--- src/rtl/slscp_step_ctrl.sv ---
// slscp_step_ctrl: step sequencer for the sLiSCP-light permutation datapath.
// Each step loads round/step constants, runs both SB instances for NROUNDS
// cycles, then strobes the mix. All outputs are registered.
module slscp_step_ctrl #(
    parameter int unsigned NSTEPS  = 18,
    parameter int unsigned NROUNDS = 8,
    parameter int unsigned STEP_W  = 5,
    parameter int unsigned RCW     = 8
) (
    input  logic              clk,
    input  logic              rst,
    input  logic              start,
    input  logic              abort,
    input  logic              rnd_done_a,
    input  logic              rnd_done_b,
    output logic [STEP_W-1:0] const_addr,
    input  logic [RCW-1:0]    rc_a_in,
    input  logic [RCW-1:0]    rc_b_in,
    input  logic [RCW-1:0]    sc_a_in,
    input  logic [RCW-1:0]    sc_b_in,
    output logic [RCW-1:0]    rc_a,
    output logic [RCW-1:0]    rc_b,
    output logic [RCW-1:0]    sc_a,
    output logic [RCW-1:0]    sc_b,
    output logic              en_rnd_ctr,
    output logic              mix_en,
    output logic              ready,
    output logic              busy,
    output logic              done,
    output logic              aborted,
    output logic              err
);

    localparam int unsigned RW = (NROUNDS > 1) ? $clog2(NROUNDS) : 1;

    typedef enum logic [2:0] {
        S_IDLE,
        S_LOAD,
        S_ROUND,
        S_MIX,
        S_DONE
    } state_t;

    state_t              r_state;
    logic [STEP_W-1:0]   r_step_ctr;
    logic [RW-1:0]       r_rnd_ctr;
    logic                r_abort_pend;
    logic [RCW-1:0]      r_rc_a, r_rc_b, r_sc_a, r_sc_b;
    logic                r_en_rnd_ctr, r_mix_en, r_ready, r_busy;
    logic                r_done, r_aborted, r_err;

    logic                w_last_rnd;
    logic                w_last_step;

    assign w_last_rnd  = (r_rnd_ctr == RW'(NROUNDS - 1));
    assign w_last_step = (r_step_ctr == STEP_W'(NSTEPS - 1));

    // Sequencer FSM with registered outputs; outputs are set on the edge that
    // enters the state they belong to.
    always_ff @(posedge clk or negedge rst) begin
        if (!rst) begin
            r_state      <= S_IDLE;
            r_step_ctr   <= '0;
            r_rnd_ctr    <= '0;
            r_abort_pend <= 1'b0;
            r_rc_a       <= '0;
            r_rc_b       <= '0;
            r_sc_a       <= '0;
            r_sc_b       <= '0;
            r_en_rnd_ctr <= 1'b0;
            r_mix_en     <= 1'b0;
            r_ready      <= 1'b1;
            r_busy       <= 1'b0;
            r_done       <= 1'b0;
            r_aborted    <= 1'b0;
            r_err        <= 1'b0;
        end else begin
            r_done    <= 1'b0;
            r_aborted <= 1'b0;
            r_mix_en  <= 1'b0;

            // Both SB round counters must signal completion exactly on the last round.
            if (r_state == S_ROUND &&
                (rnd_done_a != w_last_rnd || rnd_done_b != w_last_rnd)) begin
                r_err <= 1'b1;
            end

            case (r_state)
                S_IDLE: begin
                    if (start && !abort) begin
                        r_state    <= S_LOAD;
                        r_step_ctr <= '0;
                        r_ready    <= 1'b0;
                        r_busy     <= 1'b1;
                    end
                end

                S_LOAD: begin
                    r_rc_a <= rc_a_in;
                    r_rc_b <= rc_b_in;
                    r_sc_a <= sc_a_in;
                    r_sc_b <= sc_b_in;
                    if (abort) begin
                        r_state      <= S_IDLE;
                        r_aborted    <= 1'b1;
                        r_ready      <= 1'b1;
                        r_busy       <= 1'b0;
                        r_step_ctr   <= '0;
                        r_abort_pend <= 1'b0;
                    end else begin
                        r_state      <= S_ROUND;
                        r_rnd_ctr    <= '0;
                        r_en_rnd_ctr <= 1'b1;
                        r_abort_pend <= 1'b0;
                    end
                end

                // Abort is deferred until the burst ends so the SB counters land on 0.
                S_ROUND: begin
                    if (abort) begin
                        r_abort_pend <= 1'b1;
                    end
                    if (w_last_rnd) begin
                        r_rnd_ctr    <= '0;
                        r_en_rnd_ctr <= 1'b0;
                        if (r_abort_pend || abort) begin
                            r_state      <= S_IDLE;
                            r_aborted    <= 1'b1;
                            r_ready      <= 1'b1;
                            r_busy       <= 1'b0;
                            r_step_ctr   <= '0;
                            r_abort_pend <= 1'b0;
                        end else begin
                            r_state  <= S_MIX;
                            r_mix_en <= 1'b1;
                        end
                    end else begin
                        r_rnd_ctr <= r_rnd_ctr + 1'b1;
                    end
                end

                S_MIX: begin
                    if (abort) begin
                        r_state    <= S_IDLE;
                        r_aborted  <= 1'b1;
                        r_ready    <= 1'b1;
                        r_busy     <= 1'b0;
                        r_step_ctr <= '0;
                    end else if (w_last_step) begin
                        r_state <= S_DONE;
                        r_done  <= 1'b1;
                        r_busy  <= 1'b0;
                    end else begin
                        r_state    <= S_LOAD;
                        r_step_ctr <= r_step_ctr + 1'b1;
                    end
                end

                S_DONE: begin
                    r_state    <= S_IDLE;
                    r_step_ctr <= '0;
                    r_ready    <= 1'b1;
                end

                default: begin
                    r_state      <= S_IDLE;
                    r_step_ctr   <= '0;
                    r_rnd_ctr    <= '0;
                    r_abort_pend <= 1'b0;
                    r_en_rnd_ctr <= 1'b0;
                    r_ready      <= 1'b1;
                    r_busy       <= 1'b0;
                end
            endcase
        end
    end

    assign const_addr = r_step_ctr;
    assign rc_a       = r_rc_a;
    assign rc_b       = r_rc_b;
    assign sc_a       = r_sc_a;
    assign sc_b       = r_sc_b;
    assign en_rnd_ctr = r_en_rnd_ctr;
    assign mix_en     = r_mix_en;
    assign ready      = r_ready;
    assign busy       = r_busy;
    assign done       = r_done;
    assign aborted    = r_aborted;
    assign err        = r_err;

endmodule
--- config.mk ---
export PLATFORM = sky130hd
export DESIGN_NAME = slscp_step_ctrl
export DESIGN_NICKNAME = d
export VERILOG_FILES = /design/src/rtl/slscp_step_ctrl.sv
export SDC_FILE = /design/constraint.sdc
export NUM_CORES = 1
export LEC_CHECK = 0
export ABC_AREA = 1
export CORE_ASPECT_RATIO = 1.25
export CORE_MARGIN = 5
export CORE_UTILIZATION = 48
export DETAILED_ROUTE_END_ITERATION = 8
export MAX_ROUTING_LAYER = met4
export PLACE_DENSITY = 0.83
export SYNTH_ARGS = -nofsm -noshare
export SYNTH_HDL_FRONTEND = slang
export SYNTH_SLANG_ARGS = --single-unit
--- constraint.sdc ---
create_clock -name clk -period 4.1 [get_ports clk]
set_input_delay 0.615 -clock clk [delete_from_list [all_inputs] [get_ports clk]]
set_output_delay 0.615 -clock clk [all_outputs]
set_load 0.02 [all_outputs]
==> impl_metrics.ini <==
[drt]
totalWireLength_mm = 5.20
postRouteAntennaNets = 0
drt_first_pass_iters = 3
vias = 1904
wire_per_inst_um = 13.3
initialDrtViolationCount = 76
drc = 0
vias_per_cell = 4.86

[clocking]
cts-resized-gates = 0
post_cts_buffers = 0
tritoncts = yes
worstSkewPairLatency_ns = 0.30
cts_root_buf = clkbuf_8
ctsHoldBuffers = 0
cts_buffer_depth = 2
clock_sinks = 51
cts_inserted_buffers = 5
htreeDepth = 2
path_clk_slew_ns = 0.08

[grt]
grt_overflow = 0
gr-usage-all-layers_pct = 18.9
grt_max_degree = 52
antenna_found_initial = 0
grt_pass1_vias = 1952
grt_pass1_wl_mm = 8.96

[setup_path]
required_ns = 3.48
cp.arrival_ns = 1.43
critPathBufInv = 1
cp_max_fo = 2
crit_chain = clkdlybuf4s50_1
startpoint_type = register
max_stage_delay_ns = 0.60
crit_start = ready
end_kind = output pin
setup.worst_path.class = reg -> out
cp_slowest_cell = clkdlybuf4s50_1
crit-reg2reg-launch = r_state[2]
cp_top_family = buffers and inverters

[finish]
diodes = 0
register_area_um2 = 1280
layout.nets = 376
num-fill-cells = 355
fin_util_pct = 71.5
area_growth_pct = 42.5
drive_above_1_share_pct = 7.78
multiInputGateArea_um2 = 855
final_area_um2 = 3190

[job]
drv_cap = 0

[min_path]
hp-class = reg -> reg
hp-start = ready

[yosys]
synth_commonest_cells = 122 x nand2_1, 50 x dfrtp_1, 15 x inv_1
netlist_instances = 252
syn_nets = 294
syn_area_um2 = 2240
synth_seq_cells = 51
async_flop_share_pct = 100
ys_seq_area_share_pct = 57.1
synthTopCellsByArea = dfrtp_1 56%, nand2_1 20%, inv_1 2.5%
synth_edf_count = 0
synth_top_area_cell = dfrtp_1
ys_types = 29
avgSynthCellArea_um2 = 8.88
synth_top_area_share_pct = 55.9
yosys_warnings = 0
yosysMostFrequentCell = nand2_1
synth-main-ff-cell = dfrtp_1

[floorplan]
chipWidth_um = 71.1
io_pins = 82
die_area_um2 = 6140
row_count = 27
die_y_um = 86.4
initial_core_util_pct = 50.2
core_region_area_um2 = 4460

[power_and_ir_drop]
power.leakage_uw = 0.00161
p_switching_uw = 917
powerDensity_nw_per_um2 = 718
internal-power_uw = 1370
pwr-share-comb_pct = 49.8
p_clk_share_pct = 14.3
ir_drop_uv = 359
p_seq_share_pct = 35.9
switching_share_pct = 40.0

[sta]
hold_violations = 0
drv_slew = 0
finalSetupTns_ns = 0
tightest_slew_ns = 1.08
finalCriticalPeriod_ns = 2.05
fmax_mhz = 488
setup_viol = 0
rsz0062_at_grt = no
maxSlewHeadroom_pct = 27.7
fin_crit_sh_pct = 50.0
skew_ns = 0.00890

[placed_design]
dp_hpwl_mm = 3.89
io_buffers = 81
placed_area_um2 = 3090
finalWeightedCongestion = 0.906

[status]
outcome = finished, final reports clean
area by class of cell:
| cell class | count | share of cell area (%) |
|---|---|---|
| clock buffer | 6 | 2.28 |
| inverter | 19 | 2.39 |
| clock inverter | 1 | 0.942 |
| multi-input combinational | 176 | 26.8 |
| timing repair buffer | 81 | 25.3 |
| tap | 58 | 2.28 |
| sequential | 51 | 40.1 |
cells in the final DEF (no fill, tap or decap), drive strengths merged:
cell type and instances:
a22o 2, xor2 1, o21bai 1, clkdlybuf4s50 80, nand3b 1, nand4 3
clkinv 1, nor2 14, nor3 1, clkbuf 6, inv 18, ha 4
xnor2 1, o21ai 5, o31ai 1, bufinv 1, nand3 10, dfstp 1
or2 1, buf 1, a21oi 3, nand2 128, dfrtp 50
through the flow:
stage / setup WS [ns] / std cells / power [µW] / hold WS (ns)
2_1_floorplan: 2.67 / 252 / 1480 / 0.319
3_3_place_gp: 2.17 / 385 / 1950 / 0.454
3_5_place_dp: 2.11 / 385 / 1990 / 0.454
4_1_cts: 2.04 / 392 / 2320 / 0.468
5_1_grt: 1.91 / 392 / 2460 / 0.503
6_report: 2.05 / 392 / 2290 / 0.469
state kept, by name (all words and copies together) (netlist names), 3 cells and up:
register and count:
rc_a 8, rc_b 8, sc_a 8, sc_b 8
const_addr 5, r_rnd_ctr 3, r_state 3
worst paths after layout:
path | end | slack (ns) | cells past startpoint
setup / recovery | ready | 2.05 | 1
hold / removal | ready | 0.47 | 2
setup reg to reg | sc_b[0] | 2.14 | 5
hold reg to reg | ready | 0.47 | 2
max in group asynchronous | rc_a[6] | 2.92 | 1
min in group asynchronous | sc_a[3] | 0.52 | 1
layer usage:
metal	vias up	GRT usage [%]	wire length, µm
met3	16	4.29	281
met5	-	-	0
met2	59	31.1	2560
met4	0	8.38	184
met1	888	22.1	2170
li1	941	-	-
cell families (layout without fill, tap and decap cells):
logic type,count (synthesis),in the layout,share of synthesized area [%]
flops,51,51,57.1
compound gates,12,12,3.41
xor+xnor,2,2,0.783
buf+inv,25,107,4.75
simple gates,158,158,31.7
fa+ha+maj,4,4,2.24
power by group through the flow:
stage | Combinational [µW] | Clock [µW] | Sequential [µW]
after global placement | 1130 | 0 | 822
after global routing | 1250 | 361 | 845
after detailed placement | 1160 | 0 | 829
after floorplan | 444 | 0 | 1040
final | 1140 | 329 | 822
after CTS | 1160 | 339 | 821
No activity file was read; power rests on OpenSTA's default activity.
